`config.mk`:
```
export PLATFORM = sky130hd
export DESIGN_NAME = mat_feed
export DESIGN_NICKNAME = d
export VERILOG_FILES = /design/src/rtl/mat_feed.sv
export SDC_FILE = /design/constraint.sdc
export NUM_CORES = 1
export LEC_CHECK = 0
export CELL_PAD_IN_SITES_DETAIL_PLACEMENT = 1
export CELL_PAD_IN_SITES_GLOBAL_PLACEMENT = 2
export CORE_AREA = 3 3 108 110
export DETAILED_ROUTE_END_ITERATION = 8
export DIE_AREA = 0 0 111 113
export GPL_ROUTABILITY_DRIVEN = 0
export HOLD_SLACK_MARGIN = 0.02
export PLACE_DENSITY_LB_ADDON = 0.1
export SYNTH_ARGS = -nofsm -noshare
export SYNTH_HDL_FRONTEND = slang
export SYNTH_SLANG_ARGS = --single-unit
```
`constraint.sdc`:
```
create_clock -name CLK -period 2.42 [get_ports CLK]
set_input_delay 0.363 -clock CLK [delete_from_list [all_inputs] [get_ports CLK]]
set_output_delay 0.363 -clock CLK [all_outputs]
set_load 0.05 [all_outputs]
```
`src/rtl/mat_feed.sv`:
```
// mat_feed: operand feeder for the systolic matrix-multiply array.
// It buffers one NxN pair (A, B) received over a load handshake. It then
// streams A rows on the left edge and B columns on the top edge, with the
// systolic diagonal skew, over a valid/ready handshake. A one-cycle 'done'
// pulse follows the last accepted feed step.
// Optional feature macro: MAT_FEED_STALL_CNT_EN enables the feed stall counter;
// when undefined, stall_cnt is tied to zero.
module mat_feed #(
  parameter int N  = 2,
  parameter int DW = 8
) (
  input  logic            CLK,
  input  logic            rst,
  input  logic            ld_vld,
  output logic            ld_rdy,
  input  logic [DW-1:0]   ld_a,
  input  logic [DW-1:0]   ld_b,
  output logic            vld_out,
  input  logic            rdy_in,
  output logic [N*DW-1:0] a_out,
  output logic [N*DW-1:0] b_out,
  output logic            done,
  output logic [15:0]     stall_cnt
);

  localparam int NN = N * N;
  localparam int KW = $clog2(NN);
  localparam int TW = $clog2(2 * N - 1);
  localparam logic [KW-1:0] K_LAST = KW'(NN - 1);
  localparam logic [TW-1:0] T_LAST = TW'(2 * N - 2);

  typedef enum logic [1:0] {
    ST_LOAD = 2'd0,
    ST_FEED = 2'd1,
    ST_DONE = 2'd2
  } state_t;

  state_t          state_r;
  logic [KW-1:0]   k_r;
  logic [TW-1:0]   t_r;
  // High during every cycle that follows a reset edge. It keeps ld_rdy low
  // while rst is held, even though the state is already LOAD.
  logic            rst_hold_r;
  logic [DW-1:0]   a_mem_r [NN];
  logic [DW-1:0]   b_mem_r [NN];

  logic            ld_rdy_s;
  logic            vld_s;
  logic            done_s;
  logic            ld_acc_s;
  logic            step_acc_s;
  logic            last_beat_s;
  logic [N*DW-1:0] a_out_s;
  logic [N*DW-1:0] b_out_s;

  // Handshake flags decoded purely from registered state.
  always_comb begin
    ld_rdy_s = 1'b0;
    vld_s    = 1'b0;
    done_s   = 1'b0;
    case (state_r)
      ST_LOAD: ld_rdy_s = ~rst_hold_r;
      ST_FEED: vld_s    = 1'b1;
      ST_DONE: done_s   = 1'b1;
      default: begin
        ld_rdy_s = 1'b0;
        vld_s    = 1'b0;
        done_s   = 1'b0;
      end
    endcase
  end

  assign ld_acc_s    = ld_vld & ld_rdy_s;
  assign step_acc_s  = vld_s & rdy_in;
  assign last_beat_s = ld_acc_s & (k_r == K_LAST);

  // Sequencer: the load beat counter, the feed step counter and the state.
  always_ff @(posedge CLK) begin
    if (rst) begin
      state_r    <= ST_LOAD;
      k_r        <= '0;
      t_r        <= '0;
      rst_hold_r <= 1'b1;
    end else begin
      rst_hold_r <= 1'b0;
      case (state_r)
        ST_LOAD: begin
          if (last_beat_s) begin
            state_r <= ST_FEED;
            k_r     <= '0;
            t_r     <= '0;
          end else if (ld_acc_s) begin
            k_r <= k_r + KW'(1);
          end else begin
            k_r <= k_r;
          end
        end
        ST_FEED: begin
          if (step_acc_s && (t_r == T_LAST)) begin
            state_r <= ST_DONE;
            t_r     <= '0;
          end else if (step_acc_s) begin
            t_r <= t_r + TW'(1);
          end else begin
            t_r <= t_r;
          end
        end
        ST_DONE: begin
          state_r <= ST_LOAD;
        end
        default: begin
          state_r <= ST_LOAD;
          k_r     <= '0;
          t_r     <= '0;
        end
      endcase
    end
  end

  // Operand buffers: each accepted beat is written row-major at index k.
  always_ff @(posedge CLK) begin
    if (rst) begin
      for (int e = 0; e < NN; e++) begin
        a_mem_r[e] <= '0;
        b_mem_r[e] <= '0;
      end
    end else if (ld_acc_s) begin
      a_mem_r[k_r] <= ld_a;
      b_mem_r[k_r] <= ld_b;
    end else begin
      for (int e = 0; e < NN; e++) begin
        a_mem_r[e] <= a_mem_r[e];
        b_mem_r[e] <= b_mem_r[e];
      end
    end
  end

  // Skewed edge vectors: lane i carries element (t-i) of its row/column, or 0.
  always_comb begin
    int            d;
    logic [KW-1:0] ia;
    logic [KW-1:0] ib;
    d       = 0;
    ia      = '0;
    ib      = '0;
    a_out_s = '0;
    b_out_s = '0;
    if (state_r == ST_FEED) begin
      for (int i = 0; i < N; i++) begin
        d = int'(t_r) - i;
        if ((d >= 0) && (d < N)) begin
          ia = KW'(i * N + d);
          ib = KW'(d * N + i);
          a_out_s[i*DW +: DW] = a_mem_r[ia];
          b_out_s[i*DW +: DW] = b_mem_r[ib];
        end else begin
          a_out_s[i*DW +: DW] = '0;
          b_out_s[i*DW +: DW] = '0;
        end
      end
    end else begin
      a_out_s = '0;
      b_out_s = '0;
    end
  end

  assign ld_rdy  = ld_rdy_s;
  assign vld_out = vld_s;
  assign done    = done_s;
  assign a_out   = a_out_s;
  assign b_out   = b_out_s;

`ifdef MAT_FEED_STALL_CNT_EN
  logic [15:0] stall_cnt_r;

  // Stall counter: restarts on FEED entry, counts refused steps and saturates.
  always_ff @(posedge CLK) begin
    if (rst) begin
      stall_cnt_r <= 16'h0000;
    end else if (last_beat_s) begin
      stall_cnt_r <= 16'h0000;
    end else if (vld_s && !rdy_in && (stall_cnt_r != 16'hFFFF)) begin
      stall_cnt_r <= stall_cnt_r + 16'h0001;
    end else begin
      stall_cnt_r <= stall_cnt_r;
    end
  end

  assign stall_cnt = stall_cnt_r;
`else
  assign stall_cnt = 16'h0000;
`endif

endmodule
```
==> results.md <==
## Outcome
* **outcome** finished clean

## CTS
* **number of buffers inserted by hold repair at cts** 0
* **clock tree from TritonCTS** built
* **Clock Tree Buf Depth** 2
* **CTS HTree Levels** 3
* **number of sinks on the clock net** 73
* **post-CTS clock slew at the launch and capture registers of the worst setup and hold paths** 80 ps
* **number of clock buffers inserted by TritonCTS** 9
* **worst skew pair latency** 350 ps
* **Root Driver** clkbuf_8

## Yosys
* **fraction of post-synthesis cell area in the top cell type by area** 0.514
* **sequential area share after synthesis** 0.562
* **post-synthesis async set-or-reset flop share** 0
* **dominant register cell in the synthesized netlist** edfxtp_1
* **most frequent cells after synthesis** 72 x and3_1, 64 x edfxtp_1, 30 x nor2_1
* **flip-flop and latch count after synthesis** 73
* **cell taking the most area after synthesis** edfxtp_1
* **warning count from the yosys run** 0
* **most frequent cell after synthesis** and3_1
* **cell count after synthesis** 291
* **Avg Synthesized Cell Area** 12.9 um^2
* **EDFF count, synth** 64
* **Yosys cell types** 31
* **Syn Std Cell Area** 3740 um^2
* **ranking of synthesized cells by area** edfxtp_1 51%, and3_1 12%, mux2i_1 7.0%

## Finish
* **net count of the finished layout** 386
* **area growth from synthesis to layout** 30.2%
* **finished layout cell area** 4870 um^2
* **share of final-layout standard cells stronger than drive strength 1** 0.211
* **antenna fix cells** 0

## Critical path
* **critical path class** flip-flop to output pin
* **worst flop-to-flop path startpoint** state_r[0]
* **slowest cell delay on critical path** 820 ps
* **highest net fanout along the worst path** 4
* **data required time at the worst endpoint** 2060 ps
* **ordered cell list for the critical path** inv_1 > ha_1 > clkdlybuf4s50_1
* **launching element type of the critical path** flip-flop
* **endpoint type of the worst setup path** output pin
* **data arrival at the endpoint of the critical path** 1870 ps
* **Crit-path slowest cell** clkdlybuf4s50_1
* **timing startpoint of the critical path** state_r[0]

## STA
* **minimum setup slack in the final design** 185 ps
* **fin crit share** 0.923
* **final setup violation count** 0
* **Rel. slew slack** 0.668
* **transition time of the tightest slew-check pin** 496 ps
* **FMAX** 448 MHz
* **count of final max-slew check failures** 0
* **Clock Skews** 13.5 ps
* **RSZ-0062 raised after global routing** no
* **final period demand of the worst path** 2230 ps
* **final hold violation count** 0

## Min path
* **hold wc startpoint** t_r[0]
* **class of the most critical hold timing path** flip-flop to flip-flop

## Placement
* **Setup Slack @ Placement** 364 ps
* **instance area after placement** 4650 um^2
* **Port Buf Inserts** 54
* **sum of net half-perimeters after detailed placement** 6.24 mm

## Floorplanning
* **area of the die** 12500 um^2
* **horizontal die dimension** 111 um
* **Std-Cell Core Area** 10800 um^2
* **height of the die** 113 um
* **starting density of the core** 0.347
* **number of top-level pins** 71
* **row count** 38

## Routing
* **1st-iter DRT viols** 119
* **wire per inst** 18.1 um
* **post-detailed-route via-to-cell ratio** 4.85
* **via count** 2423
* **DRC** 0
* **routed wire length** 9.05 mm
* **residual antenna-violating net count after detailed routing** 0
* **number of iterations in the first detailed-routing pass** 4

## Global routing
* **pin count of the biggest net entering global routing** 29
* **global-route wire length before repair** 14.4 mm
* **global-route usage over all layers** 0.149
* **number of antenna violations at the first check in global routing** 0
* **grt total ovfl** 0
* **number of global-route vias before repair** 2608

## Power
* **Max IR drop VDD** 0.277 mV
* **standby leakage power** 2.07 nW
* **Power Total** 2.84 mW
* **power per cell area** 584 nW/um^2

## Flow run
* **# Max-Cap Violations** 0

logic make-up after synthesis:
kind of cell             Yosys count  synth area share
AO/OA/AOI/OAI                     13            0.0291
adder cells (fa/ha/maj)           11            0.0368
buffers and inverters             44            0.0719
flip-flops                        73             0.562
multiplexers                      35             0.128
other                              1           0.00100
AND/OR/NAND/NOR                  114             0.172
cell usage in the layout (no fill, tap or decap), types with 2 or more instances in the layout:
| cell type | Yosys | layout |
|---|---|---|
| a21o_1 | 4 | 4 |
| a21oi_1 | 3 | 3 |
| a22oi_1 | 2 | 2 |
| and3_1 | 72 | 72 |
| buf_12 | 1 | 25 |
| buf_4 | 20 | 29 |
| bufinv_16 | 0 | 2 |
| clkbuf_8 | 0 | 9 |
| clkdlybuf4s50_1 | 0 | 20 |
| conb_1 | 1 | 16 |
| dfxtp_1 | 9 | 8 |
| edfxtp_1 | 64 | 64 |
| ha_1 | 11 | 11 |
| inv_1 | 8 | 8 |
| mux2i_1 | 26 | 26 |
| mux4_1 | 7 | 7 |
| nand2_1 | 2 | 2 |
| nand2b_1 | 3 | 3 |
| nand3b_2 | 2 | 2 |
| nor2_1 | 30 | 30 |
| o31ai_1 | 2 | 2 |
path summary, 6_finish.rpt:
| kind | to | slack, ps | depth (start not counted) |
|---|---|---|---|
| max | done | 190 | 3 |
| min reg2reg | t_r[0] | 530 | 2 |
| min | t_r[0] | 530 | 2 |
| max reg2reg | a_mem_r[1][2] | 470 | 6 |
final cells by class:
| class | count | area (um^2) |
|---|---|---|
| flip-flops and latches | 73 | 2100 |
| inverters | 8 | 30.0 |
| clock inverters | 7 | 93.8 |
| multi-input cells | 189 | 1430 |
| fillers | 1113 | 5920 |
| repair buffers | 74 | 918 |
| well taps | 140 | 175 |
| clock buffers | 9 | 124 |
worst max-delay path: cells and delay by family, from the launching register on:
| kind | cells | cell delay [ps] |
|---|---|---|
| adders and majority gates | 1 | 230 |
| DFF | 1 | 340 |
| buffers and inverters | 2 | 940 |
report_power, final:
group | switching, mW | total (mW) | internal [mW]
registers | 0.0188 | 1.44 | 1.42
clock network | 0.478 | 1.06 | 0.580
logic | 0.229 | 0.349 | 0.120
timing repair:
item / in CTS / in global routing
setup buffers: 0 / 0
endpoints found under the setup margin: 0 / 6
resized for setup: 0 / 1
flip-flops by register name, summed over array words and instances (netlist names), named ones only:
| register | count |
|---|---|
| t_r | 2 |
| a_mem_r | 32 |
| b_mem_r | 32 |
| state_r | 2 |
| rst_hold_r | 1 |
| k_r | 2 |
per-stage QoR:
stage | TNS, ps | util | instances | hold WS (ps)
after global placement | 0 | 0.431 | 484 | 515
after CTS | 0 | 0.451 | 500 | 535
after detailed placement | 0 | 0.431 | 484 | 518
after global routing | 0 | 0.451 | 500 | 577
final | 0 | 0.451 | 500 | 528
after floorplan | -901 | - | 306 | 391
routing by layer:
layer | up-vias | global-route usage | part of all wire
met3 | 10 | 0.0337 | 0.037
li1 | 1171 | - | -
met5 | - | 0 | 0
met1 | 1193 | 0.187 | 0.45
met4 | 0 | 0.0443 | 0.011
met2 | 49 | 0.259 | 0.50
No activity file was read; power rests on OpenSTA's default activity.
